<file path="config.mk">
export PLATFORM = sky130hd
export DESIGN_NAME = bp_resolve_queue
export DESIGN_NICKNAME = d
export VERILOG_FILES = /design/src/rtl/bp_resolve_queue.sv
export SDC_FILE = /design/constraint.sdc
export NUM_CORES = 1
export LEC_CHECK = 0
export CAP_MARGIN = 5
export CORE_UTILIZATION = 58
export DETAILED_ROUTE_END_ITERATION = 16
export PLACE_DENSITY = 0.77
export SYNTH_ARGS = -nofsm -noshare
export SYNTH_HDL_FRONTEND = slang
export SYNTH_SLANG_ARGS = --single-unit
</file>
<file path="constraint.sdc">
create_clock -name clk_i -period 4.9 [get_ports clk_i]
set_input_delay 0.98 -clock clk_i [delete_from_list [all_inputs] [get_ports clk_i]]
set_output_delay 0.98 -clock clk_i [all_outputs]
set_load 0.005 [all_outputs]
</file>
<file path="src/rtl/bp_resolve_queue.sv">
// bp_resolve_queue: in-order queue between the tournament predictor's
// prediction port and branch resolution. Each prediction's PC and metadata
// are stored at fetch; on resolve the head is popped and a registered
// bht_update_t is sent back to the predictor.

// Minimal core-configuration package so the queue elaborates stand-alone.
package config_pkg;
  typedef struct packed {
    int unsigned VLEN;
  } cva6_cfg_t;

  localparam cva6_cfg_t cva6_cfg_empty = '{VLEN: 32'd32};
endpackage

module bp_resolve_queue #(
  parameter config_pkg::cva6_cfg_t CVA6Cfg = config_pkg::cva6_cfg_empty,
  parameter type bht_update_t  = logic,
  parameter type bp_metadata_t = logic,
  parameter int unsigned DEPTH = 8
) (
  input  logic                                  clk_i,
  input  logic                                  rst_ni,
  input  logic                                  flush_i,
  input  logic                                  debug_mode_i,
  input  logic                                  push_valid_i,
  input  logic [CVA6Cfg.VLEN-1:0]               push_pc_i,
  input  logic [$bits(bp_metadata_t)-1:0]       push_metadata_i,
  output logic                                  ready_o,
  input  logic                                  resolve_valid_i,
  input  logic [CVA6Cfg.VLEN-1:0]               resolve_pc_i,
  input  logic                                  resolve_taken_i,
  output bht_update_t                           bht_update_o,
  output logic [$clog2(DEPTH):0]                count_o,
  output logic                                  overflow_o,
  output logic                                  underflow_o,
  output logic                                  pc_mismatch_o
);

  localparam int unsigned VLEN    = CVA6Cfg.VLEN;
  localparam int unsigned MW      = $bits(bp_metadata_t);
  localparam int unsigned PTR_W   = $clog2(DEPTH);
  localparam int unsigned CNT_W   = PTR_W + 1;
  localparam int unsigned ENTRY_W = VLEN + MW;
  // Update layout matches the predictor's struct: {valid, pc, taken, metadata}.
  localparam int unsigned UPD_W   = 1 + VLEN + 1 + MW;

  logic [ENTRY_W-1:0] mem [DEPTH];

  logic [PTR_W-1:0] wr_ptr_q, rd_ptr_q;
  logic [CNT_W-1:0] count_q, count_d;
  logic [UPD_W-1:0] upd_q, upd_d;
  logic             overflow_q, underflow_q, pc_mismatch_q;

  logic             full;
  logic             push_acc;
  logic             pop;
  logic [ENTRY_W-1:0] head;
  logic [VLEN-1:0]  head_pc;
  logic [MW-1:0]    head_meta;

  assign full      = (count_q == CNT_W'(DEPTH));
  assign push_acc  = push_valid_i && !full && !flush_i;
  // Gating on the registered count keeps a same-cycle push invisible to the pop.
  assign pop       = resolve_valid_i && (count_q != '0);
  assign head      = mem[rd_ptr_q];
  assign head_pc   = head[ENTRY_W-1 -: VLEN];
  assign head_meta = head[MW-1:0];

  // Next occupancy: flush wins after the same-cycle pop has been accounted for.
  always_comb begin
    count_d = count_q;
    if (flush_i) begin
      count_d = '0;
    end else begin
      unique case ({push_acc, pop})
        2'b10:   count_d = count_q + CNT_W'(1);
        2'b01:   count_d = count_q - CNT_W'(1);
        default: count_d = count_q;
      endcase
    end
  end

  // Update built from the head entry; debug mode pops but never signals valid.
  always_comb begin
    upd_d = '0;
    if (pop) begin
      upd_d = {!debug_mode_i, head_pc, resolve_taken_i, head_meta};
    end
  end

  // Entry storage write port.
  // NOTE: the storage array has no reset; occupancy is tracked by count_q and
  // the pointers, so stale contents are never observable.
  always_ff @(posedge clk_i) begin
    if (push_acc) begin
      mem[wr_ptr_q] <= {push_pc_i, push_metadata_i};
    end
  end

  // Pointers, occupancy, registered update and status pulses.
  // NOTE: all sequential state uses non-blocking assignment so every register
  // samples the pre-edge values computed above.
  always_ff @(posedge clk_i or negedge rst_ni) begin
    if (!rst_ni) begin
      wr_ptr_q      <= '0;
      rd_ptr_q      <= '0;
      count_q       <= '0;
      upd_q         <= '0;
      overflow_q    <= 1'b0;
      underflow_q   <= 1'b0;
      pc_mismatch_q <= 1'b0;
    end else begin
      if (flush_i) begin
        wr_ptr_q <= '0;
        rd_ptr_q <= '0;
      end else begin
        if (push_acc) wr_ptr_q <= wr_ptr_q + PTR_W'(1);
        if (pop)      rd_ptr_q <= rd_ptr_q + PTR_W'(1);
      end
      count_q       <= count_d;
      upd_q         <= upd_d;
      overflow_q    <= push_valid_i && full;
      underflow_q   <= resolve_valid_i && (count_q == '0);
      pc_mismatch_q <= pop && (resolve_pc_i != head_pc);
    end
  end

  assign ready_o       = !full;
  assign count_o       = count_q;
  assign bht_update_o  = bht_update_t'(upd_q);
  assign overflow_o    = overflow_q;
  assign underflow_o   = underflow_q;
  assign pc_mismatch_o = pc_mismatch_q;

endmodule

</file>
==> impl_summary.txt <==
----------------------------------------------------
[Floorplan]
  Core area ... around 0.019 mm2
  Initial standard-cell utilization of the core ... 0.590
  Full die area ... about 0.02 mm2
  Die X-Extent ... ~140 um
  Chip height ... ~140 um
  Top Ports ... approximately 80
  Number of rows created at floorplan ... 50

[Timing]
  Clock skew ... roughly 5.4 ps
  Peak clock frequency supported by timing ... about 0.31 GHz
  Number of endpoints failing setup at the final stage ... 0
  Tmin final ... around 3200 ps
  Portion of the clock cycle consumed by the worst path in the final layout ... 0.651
  Pins over their slew limit ... 0
  Sum of negative setup slack ... 0 ps
  Transition time at the pin with the least slew margin ... approximately 780 ps
  Number of hold violations in the final report ... 0
  Slew Limit Headroom ... 0.478
  Setup repair after global routing missed its margin ... no

[Layout]
  Share of cells above drive strength 1 ... 0.199
  Post-route non-filler standard cell count ... 871
  Count of nets after finishing ... roughly 700
  Diodes inserted ... 0
  Signed area change from the synthesized netlist to the final layout ... 17.4%
  Count of fill cells added during filler insertion ... about 1.1k

[CTS]
  CTS tree ... yes
  Maximum buffer depth of the clock tree ... 3
  Clock-pin slew on the worst setup and hold paths ... about 60 ps
  Number of instances resized during post-cts repair ... 0
  Insertion delay to the later sink of the worst-skew pair ... approximately 520 ps
  Total CTS buffers ... 27
  H-tree depth reported by CTS ... 1
  Number of buffers inserted to repair setup after CTS ... 0
  Total of hold buffers inserted after clock tree synthesis ... 0
  Clock sink count ... between 200 and 300
  Clock tree root buffer cell ... sky130_fd_sc_hd__clkbuf_16

[GRT]
  Number of antenna violations at the first check in global routing ... 1
  Maximum number of pins on one net before global-route repair ... 36
  Global-route wire length before repair ... ~32,000 um
  Remaining Overflow, GRT ... 0
  Via count of the first global-routing pass ... about 5.6k
  Total track usage ... 0.224

[Drt]
  Routed length on met2 ... 10,700 um
  Detail-routed via count per cell ... between 6 and 7
  Routed via count ... between 5k and 6k
  Number of nets still failing antenna checks after routing ... 0
  Residual DRC ... 0
  Number of iterations in the first detailed-routing pass ... 7
  Routed wire per std cell ... about 24 um
  Violation count after the first detailed-routing iteration ... 350
  Detailed route wirelength on metal3 ... between 1000 and 1500 um
  Routed wire length ... 21,000 um
  Met1 WL ... between 8000 and 9000 um
  DR top layer ... met4

[Power]
  PD cells ... roughly 460 mW/mm2
  Peak supply drop ... between 300 and 400 uV
  Static leakage power ... between 4 and 5 nW

[Synthesis]
  Post-Syn Instances ... 518
  Syn nets ... a little under 600
  Combined area of all synthesized cells ... between 0.01 and 0.015 mm2
  Flops & latches, synth ... approximately 280
  Leading register cell type out of synthesis ... sky130_fd_sc_hd__edfxtp_1
  Most frequent cell after synthesis ... sky130_fd_sc_hd__edfxtp_1
  Area contributors post-synth ... sky130_fd_sc_hd__edfxtp_1, sky130_fd_sc_hd__mux4_2, sky130_fd_sc_hd__dfrtp_1
  Sequential-to-total area share from yosys stat ... 0.750
  Synth cell count leaders ... sky130_fd_sc_hd__edfxtp_1, sky130_fd_sc_hd__mux4_2, sky130_fd_sc_hd__mux2i_1
  Most area-hungry cell type in the Yosys netlist ... sky130_fd_sc_hd__edfxtp_1
  Async set-reset flop share out of synthesis ... 0.0504
  Number of flops mapped to enable cells by yosys ... about 260
  Proportion of netlist area held by the largest area contributor ... 0.718
  Count of distinct cell types in the synthesized netlist ... 34
  Mean instance size in the synthesized netlist ... roughly 21 um2
  Yosys warnings ... 0

[Placed design]
  Detail Placement HPWL ... around 12,000 um
  Input/output buffers ... 78
  Routability cong. ... between 0.7 and 0.8
  Cell count after placement ... 822

[Worst setup path]
  Critical path start-end classification ... reg -> reg
  Sort of element at the end of the critical path ... flop
  Crit path required time ... 5280 ps
  Startpoint kind of the worst setup timing path ... flop
  Max FO, Critical Path ... 26
  Worst endpoint data arrival time ... around 3600 ps

[Hold path]
  Worst min path class ... reg -> reg

[Run]
  Count of max-cap constraint violations ... 0

[Status]
  Status ... complete, no violations

----------------------------------------------------
-- metal layers --
layer	track usage	vias up
met3	0.0444	33
met2	0.377	172
met4	0.0735	0
met5	0	-
met1	0.296	2774
li1	-	2312
-- final timing paths --
| path | from | endpoint | slack [ps] | cells past startpoint |
|---|---|---|---|---|
| worst max register to register | rd_ptr_q[1] | pc_mismatch_o | 1710 | 7 |
| max in group asynchronous | rst_ni | rd_ptr_q[0] | 3570 | 1 |
| worst min register to register | wr_ptr_q[0] | wr_ptr_q[0] | 640 | 2 |
| worst min-delay path | wr_ptr_q[0] | wr_ptr_q[0] | 640 | 2 |
| min in group asynchronous | rst_ni | upd_q[0] | 850 | 1 |
| worst max-delay path | rd_ptr_q[1] | pc_mismatch_o | 1710 | 7 |
-- registers in the layout, indices dropped and copies added, names as in the netlist --
| name | count |
|---|---|
| mem | 264 |
| count_o | 4 |
| rd_ptr_q | 3 |
| wr_ptr_q | 3 |
| overflow_o | 1 |
| pc_mismatch_o | 1 |
| underflow_o | 1 |
| upd_q | 1 |
-- cells by family (layout without fill, tap and decap cells) --
group	after synthesis	in the layout	share of synthesized area
compound gates	12	12	0.00895
xor+xnor	40	40	0.0324
fa+ha+maj	4	4	0.00453
buf+inv	24	143	0.0154
flops	278	278	0.750
mux	96	96	0.161
simple gates	64	64	0.0285
-- cells in the final DEF (no fill, tap or decap), types with 2 or more instances in the layout --
cell,instances
sky130_fd_sc_hd__nor4_1,2
sky130_fd_sc_hd__clkbuf_16,27
sky130_fd_sc_hd__bufinv_16,2
sky130_fd_sc_hd__nor2b_1,2
sky130_fd_sc_hd__edfxtp_1,264
sky130_fd_sc_hd__a221oi_1,2
sky130_fd_sc_hd__a21oi_1,4
sky130_fd_sc_hd__dfrtp_2,2
sky130_fd_sc_hd__mux4_1,3
sky130_fd_sc_hd__nor2_1,12
sky130_fd_sc_hd__nor3_2,2
sky130_fd_sc_hd__nand4_1,9
sky130_fd_sc_hd__buf_4,13
sky130_fd_sc_hd__mux4_2,61
sky130_fd_sc_hd__nand2_1,14
sky130_fd_sc_hd__clkinv_1,7
sky130_fd_sc_hd__dfrtp_1,11
sky130_fd_sc_hd__nand2b_1,7
sky130_fd_sc_hd__ha_1,4
sky130_fd_sc_hd__xor2_1,30
sky130_fd_sc_hd__o21ai_0,2
sky130_fd_sc_hd__nand3_1,3
sky130_fd_sc_hd__inv_1,2
sky130_fd_sc_hd__clkinv_2,9
sky130_fd_sc_hd__and2_1,2
sky130_fd_sc_hd__mux2i_1,32
sky130_fd_sc_hd__clkdlybuf4s50_1,78
sky130_fd_sc_hd__clkbuf_1,3
sky130_fd_sc_hd__nor2_4,6
sky130_fd_sc_hd__or3_1,2
sky130_fd_sc_hd__xnor2_1,9
-- metrics by stage --
stage | area [um2] | utilization | hold WS (ps) | setup slack, ps | power [W]
finish | 13000 | 0.693 | 641 | 1710 | 0.00596
global placement | 12100 | 0.649 | 573 | 1590 | 0.00406
detailed placement | 12100 | 0.649 | 621 | 1540 | 0.00410
floorplan | 11000 | - | 545 | 682 | 0.00377
global route | 13000 | 0.693 | 700 | 1480 | 0.00620
CTS | 13000 | 0.693 | 642 | 1700 | 0.00602
-- report_power, final --
group / total [W] / internal [W] / switching (W)
Combinational: 0.00123 / 0.000652 / 0.000582
Clock: 0.00193 / 0.00111 / 0.000816
Sequential: 0.00280 / 0.00272 / 0.0000863
-- worst max-delay path, cell delays in order (launching register included) --
cell and delay (ps):
sky130_fd_sc_hd__dfrtp_2 590, sky130_fd_sc_hd__buf_4 460, sky130_fd_sc_hd__mux4_2 570, sky130_fd_sc_hd__mux2i_1 220
sky130_fd_sc_hd__xor2_1 220, sky130_fd_sc_hd__nand4_1 110, sky130_fd_sc_hd__nor4_1 690, sky130_fd_sc_hd__a21oi_1 150
-- final cells by class --
cell class,instances,area [um2],area share
sequential,278,8280,0.639
multi-input combinational,216,2650,0.204
timing repair buffer,92,898,0.0693
clock buffer,30,687,0.0530
tap,234,293,0.0226
clock inverter,19,140,0.0108
inverter,2,7.51,0.000579
(Power assumes the default switching activity.)
